File: src/rtl/uart_pkg.sv
// Shared UART definitions: frame layout, parity encodings and FSM states.
package uart_pkg;

    localparam int unsigned DATA_BITS = 8;

    // Parity type encodings (PAR_TYP input)
    localparam logic PAR_EVEN = 1'b0;
    localparam logic PAR_ODD  = 1'b1;

    // Line levels for frame delimiters
    localparam logic START_BIT = 1'b0;
    localparam logic STOP_BIT  = 1'b1;

    typedef enum logic [2:0] {
        StIdle,
        StStart,
        StData,
        StParity,
        StStop
    } uart_state_e;

    // Parity bit for a data byte: even -> XOR of bits, odd -> inverted XOR.
    function automatic logic calc_parity(input logic [DATA_BITS-1:0] data,
                                         input logic                 par_typ);
        return (par_typ == PAR_EVEN) ? (^data) : ~(^data);
    endfunction

endpackage

File: src/rtl/uart_tx_bit_timer.sv
// Prescale cycle counter: strobes o_bit_done on the last cycle of each bit time.
module uart_tx_bit_timer (
    input  logic       CLK,
    input  logic       RST,
    input  logic       i_en,
    input  logic       i_clear,
    input  logic [5:0] i_prescale,
    output logic       o_bit_done
);

    logic [5:0] r_cnt;
    logic [5:0] w_last;

    // Prescale 0 behaves as 1, so its terminal count is also 0.
    assign w_last     = (i_prescale == 6'd0) ? 6'd0 : i_prescale - 6'd1;
    assign o_bit_done = i_en && (r_cnt == w_last);

    // Count while enabled; restart on every bit boundary, on clear, or when idle.
    always_ff @(posedge CLK or negedge RST) begin
        if (!RST) begin
            r_cnt <= 6'd0;
        end else if (i_clear || o_bit_done || !i_en) begin
            r_cnt <= 6'd0;
        end else begin
            r_cnt <= r_cnt + 6'd1;
        end
    end

endmodule

File: src/rtl/uart_tx_top.sv
// UART transmitter: start bit, 8 data bits LSB first, optional parity, one stop bit.
module uart_tx_top
    import uart_pkg::*;
(
    input  logic       CLK,
    input  logic       RST,
    input  logic [7:0] P_DATA,
    input  logic       Data_Valid,
    input  logic       PAR_EN,
    input  logic       PAR_TYP,
    input  logic [5:0] Prescale,
    output logic       TX_OUT,
    output logic       busy
);

    uart_state_e          r_state;
    uart_state_e          w_state_d;
    logic [DATA_BITS-1:0] r_data;
    logic                 r_par_en;
    logic                 r_parity;
    logic [5:0]           r_prescale;
    logic [2:0]           r_bit_idx;
    logic [2:0]           w_bit_idx_d;
    logic                 r_tx;
    logic                 w_tx_d;
    logic                 r_busy;
    logic                 w_busy_d;
    logic                 w_accept;
    logic                 w_bit_done;

    assign w_accept = (r_state == StIdle) && Data_Valid;

    uart_tx_bit_timer u_bit_timer (
        .CLK        (CLK),
        .RST        (RST),
        .i_en       (r_state != StIdle),
        .i_clear    (w_accept),
        .i_prescale (r_prescale),
        .o_bit_done (w_bit_done)
    );

    // Shadow copies of the request; the parity bit is resolved once here.
    always_ff @(posedge CLK or negedge RST) begin
        if (!RST) begin
            r_data     <= '0;
            r_par_en   <= 1'b0;
            r_parity   <= 1'b0;
            r_prescale <= 6'd0;
        end else if (w_accept) begin
            r_data     <= P_DATA;
            r_par_en   <= PAR_EN;
            r_parity   <= calc_parity(P_DATA, PAR_TYP);
            r_prescale <= Prescale;
        end
    end

    // Next-state and bit index sequencing.
    always_comb begin
        w_state_d   = r_state;
        w_bit_idx_d = r_bit_idx;
        unique case (r_state)
            StIdle: begin
                if (w_accept) begin
                    w_state_d = StStart;
                end
            end
            StStart: begin
                if (w_bit_done) begin
                    w_state_d   = StData;
                    w_bit_idx_d = 3'd0;
                end
            end
            StData: begin
                if (w_bit_done) begin
                    if (r_bit_idx == 3'(DATA_BITS - 1)) begin
                        w_bit_idx_d = 3'd0;
                        w_state_d   = r_par_en ? StParity : StStop;
                    end else begin
                        w_bit_idx_d = r_bit_idx + 3'd1;
                    end
                end
            end
            StParity: begin
                if (w_bit_done) begin
                    w_state_d = StStop;
                end
            end
            StStop: begin
                if (w_bit_done) begin
                    w_state_d = StIdle;
                end
            end
            default: begin
                w_state_d = StIdle;
            end
        endcase
    end

    // Line level and busy are decoded from the next state so both come straight from flops.
    always_comb begin
        w_tx_d   = STOP_BIT;
        w_busy_d = 1'b1;
        unique case (w_state_d)
            StIdle: begin
                w_tx_d   = STOP_BIT;
                w_busy_d = 1'b0;
            end
            StStart:  w_tx_d = START_BIT;
            StData:   w_tx_d = r_data[w_bit_idx_d];
            StParity: w_tx_d = r_parity;
            StStop:   w_tx_d = STOP_BIT;
            default: begin
                w_tx_d   = STOP_BIT;
                w_busy_d = 1'b0;
            end
        endcase
    end

    // State, index and registered outputs; reset forces an idle line immediately.
    always_ff @(posedge CLK or negedge RST) begin
        if (!RST) begin
            r_state   <= StIdle;
            r_bit_idx <= 3'd0;
            r_tx      <= STOP_BIT;
            r_busy    <= 1'b0;
        end else begin
            r_state   <= w_state_d;
            r_bit_idx <= w_bit_idx_d;
            r_tx      <= w_tx_d;
            r_busy    <= w_busy_d;
        end
    end

    assign TX_OUT = r_tx;
    assign busy   = r_busy;

endmodule

File: config.mk
export PLATFORM = sky130hd
export DESIGN_NAME = uart_tx_top
export DESIGN_NICKNAME = d
export VERILOG_FILES = /design/src/rtl/uart_pkg.sv /design/src/rtl/uart_tx_bit_timer.sv /design/src/rtl/uart_tx_top.sv
export SDC_FILE = /design/constraint.sdc
export NUM_CORES = 1
export LEC_CHECK = 0
export CAP_MARGIN = 5
export CELL_PAD_IN_SITES_DETAIL_PLACEMENT = 0
export CELL_PAD_IN_SITES_GLOBAL_PLACEMENT = 1
export CORE_AREA = 4 4 52 88
export CTS_CLUSTER_DIAMETER = 80
export DETAILED_ROUTE_END_ITERATION = 12
export DIE_AREA = 0 0 56 92
export DONT_BUFFER_PORTS = 1
export HOLD_SLACK_MARGIN = 0.12
export PLACE_DENSITY_LB_ADDON = 0.15
export SLEW_MARGIN = 40
export SYNTH_ARGS = -nofsm -noshare
export SYNTH_HDL_FRONTEND = slang
export SYNTH_SLANG_ARGS = --single-unit
File: constraint.sdc
create_clock -name CLK -period 5.9 [get_ports CLK]
set_input_delay 1.18 -clock CLK [delete_from_list [all_inputs] [get_ports CLK]]
set_output_delay 1.18 -clock CLK [all_outputs]
set_load 0.01 [all_outputs]
==> results.tsv <==
stage	metric	value	unit
place	dp.cells	222	
routing	ant_nets	0	
sta	rsz0062_at_grt	false	
sta	finClkSkew	0.00390	ns
pwr	powerDensity	566	mW/mm²
synth	yosys_warnings	0	
sta	slew_viol_final	0	
status	outcome	finished, final reports clean	
routing	wl_per_cell	17.4	µm
worst_hold_path	hold_path.class	register to register	
synth	synth_area_leaders	dfrtp_1 39%, mux2_2 7.3%, xnor2_1 4.7%	
worst_setup_path	critPathLaunchType	register	
global_routing	grt_pass1_wl	6650	µm
global_routing	grt_max_degree	31	
worst_setup_path	cp_cell_sequence	inv_1 > ha_1 > nor3b_2 > mux2_2 > o22ai_2 > o2111ai_2 > or3_1 > a21oi_2 > nand2_2 > o31ai_1 > nor2_1	
clocking	hold_buffers	0	
floorplan	die_area	0.00515	mm²
worst_setup_path	worstRegToRegCells	11	
place	dp_hpwl	3100	µm
sta	final_hold_viol_count	0	
routing	vias	1351	
floorplan	rows	30	
sta	fin_ws	2.86	ns
place	place_ws	2.86	ns
synth	synth_cells	182	
finish	layout.nets	204	
clocking	clk-insertion-delay-late	0.28	ns
floorplan	io_pins	21	
place	place_area	0.00187	mm²
synth	syn_area	0.00185	mm²
routing	route.detailed.drc	0	
worst_setup_path	slowest_stage	dfrtp_1	
floorplan	dieHeight	92	µm
place	gp_congestion	0.804	
worst_setup_path	timing.rr.start	r_prescale[0]	
worst_setup_path	path_class	register to register	
clocking	cts_resized	0	
worst_hold_path	min_from	r_data[5]	
clocking	h-tree-depth	2	
clocking	tritoncts	yes	
worst_setup_path	required	6.10	ns
sta	tns	0	ns
synth	syn_nets	205	
clocking	cts.sinks	30	
sta	timing.final.crit_share	51.5	%
clocking	cts_setup_buffers	0	
clocking	clk_transition_reported_paths	0.06	ns
sta	slew_headroom	47.1	%
pwr	finalPower	1.12	mW
finish	drive_gt1_share	22.5	%
floorplan	die_x	56	µm
worst_setup_path	r2r_end	TX_OUT	
synth	synth-async-reset-ratio	100	%
synth	post-synth-top-count-cell	dfrtp_1	
synth	syn_area_per_cell	10.2	µm²
synth	synth-edff-count	0	
floorplan	core	0.00390	mm²
finish	diodes	0	
pwr	irDropWorstVdd	0.235	mV
global_routing	grt_pass1_vias	1417	
global_routing	antenna_found_initial	0	
routing	vias_per_cell	5.87	
sta	whs	0.514	ns
finish	n_fill_cell	397	
routing	drtIter0Drc	33	
global_routing	grt-ovfl-total	0	
worst_hold_path	worstHoldPathCells	1	
floorplan	start_util	47.5	%
synth	ys_types	54	
worst_setup_path	cp-end-kind	register	
global_routing	grtUsageTotal	16.7	%
finish	final_cells	230	
clocking	clk_path_buf_depth	2	
clocking	numCtsBuffers	5	
synth	synth_common_cells	29 x dfrtp_1, 13 x nor2_1, 12 x mux2_2, 12 x nand2_1, 11 x inv_1	
pwr	leakage	0.852	nW
worst_hold_path	holdPathEnd	r_data[5]	
finish	synthToLayoutAreaGrowth	6.75	%
clocking	ctsRootBufferMaster	clkbuf_8	
synth	ys_seq_area_share	40.6	%
synth	synth_top_area_cell	dfrtp_1	
job	maxCapViolations	0	
sta	fin_crit	3.04	ns
worst_setup_path	max_stage_delay	0.43	ns
worst_setup_path	crit_arrival	3.24	ns
synth	synth_top_area_share	39.2	%
finish	post-route-cell-area	0.00198	mm²
finish	final_util	50.7	%
sta	max_freq	0.329	GHz
worst_setup_path	path_max_fanout	7	
synth	ys_ff_latch	30	
sta	setup_violations	0	
place	io_buffers	0	
worst_setup_path	ff2ff_setup_slack	2.86	ns
routing	routed_wl	4010	µm
routing	drt-pass1-iter-count	4	
sta	max_slew.worst_pin.slew	0.787	ns
synth	synthFlopType	dfrtp_1	
==> metal layers <==
| metal | track usage (%) | part of all wire, % | vias up |
|---|---|---|---|
| met5 | 0 | 0 | - |
| met4 | 8.71 | 3.3 | 0 |
| met3 | 3.24 | 2.6 | 11 |
| met2 | 32.5 | 58 | 21 |
| met1 | 15.6 | 36 | 662 |
| li1 | - | - | 657 |
==> where the power goes <==
part	total, mW	leakage (nW)	internal, mW	switching [mW]
logic	0.498	0.434	0.235	0.263
registers	0.430	0.361	0.300	0.130
clock network	0.191	0.0575	0.118	0.0736
==> layout make-up <==
class	instances	area (µm²)	area share [%]
multi-input combinational	132	1010	51.1
sequential	30	752	38.0
clock buffer	8	110	5.57
tap	48	60.1	3.04
inverter	12	45.0	2.28
==> cell usage in the layout (no fill, tap or decap), drive strengths merged, types with 2 or more instances in the layout <==
master   synthesis  layout
a21oi            5       5
a311oi           2       2
a31o             2       2
a31oi            4       4
a32oi            2       2
and3             4       4
clkbuf           4       8
dfrtp           29      29
ha               4       4
inv             12      12
mux2            12      12
nand2           13      13
nand3            7       7
nor2            13      13
nor3             2       2
nor3b            2       2
nor4             3       3
o2111ai          3       3
o211a            3       3
o21ai           14      14
o31ai            3       3
or3              2       2
xnor2           11      11
xor2             7       7
==> flip-flops by register name, summed over array words and instances, names as in the netlist <==
register,cells
r_prescale,6
r_bit_idx,3
r_state,3
r_parity,1
r_par_en,1
busy,1
TX_OUT,1
u_bit_timer.r_cnt,6
r_data,8
==> worst max-delay path, delay by kind of cell (launching register included) <==
kind,cells,cell delay (ns)
AND/OR/NAND/NOR,4,0.86
AO/OA/AOI/OAI,4,0.94
adder cells (fa/ha/maj),1,0.25
flip-flops,1,0.43
buffers and inverters,1,0.09
multiplexers,1,0.39
==> cells by family (layout without fill, tap and decap cells) <==
group | after synthesis | after routing | synth area share (%)
adders and majority gates | 4 | 4 | 2.70
muxes | 12 | 12 | 7.29
and+or+nand+nor | 49 | 49 | 13.7
AOI/OAI and AO/OA | 49 | 49 | 21.9
xor gates and xnor gates | 18 | 18 | 8.91
DFF | 30 | 30 | 40.6
buffers and inverters | 20 | 20 | 4.93
==> worst max-delay path by stage <==
stage | from | endpoint | slack (ns)
final | r_prescale[0] | TX_OUT | 2.86
after floorplan | r_prescale[0] | TX_OUT | 3.11
after detailed placement | r_prescale[0] | TX_OUT | 2.86
after global routing | r_prescale[0] | TX_OUT | 2.56
after CTS | r_prescale[0] | TX_OUT | 2.86
after global placement | r_prescale[0] | TX_OUT | 2.96
Note: power is estimated with default switching activity, not from simulation.
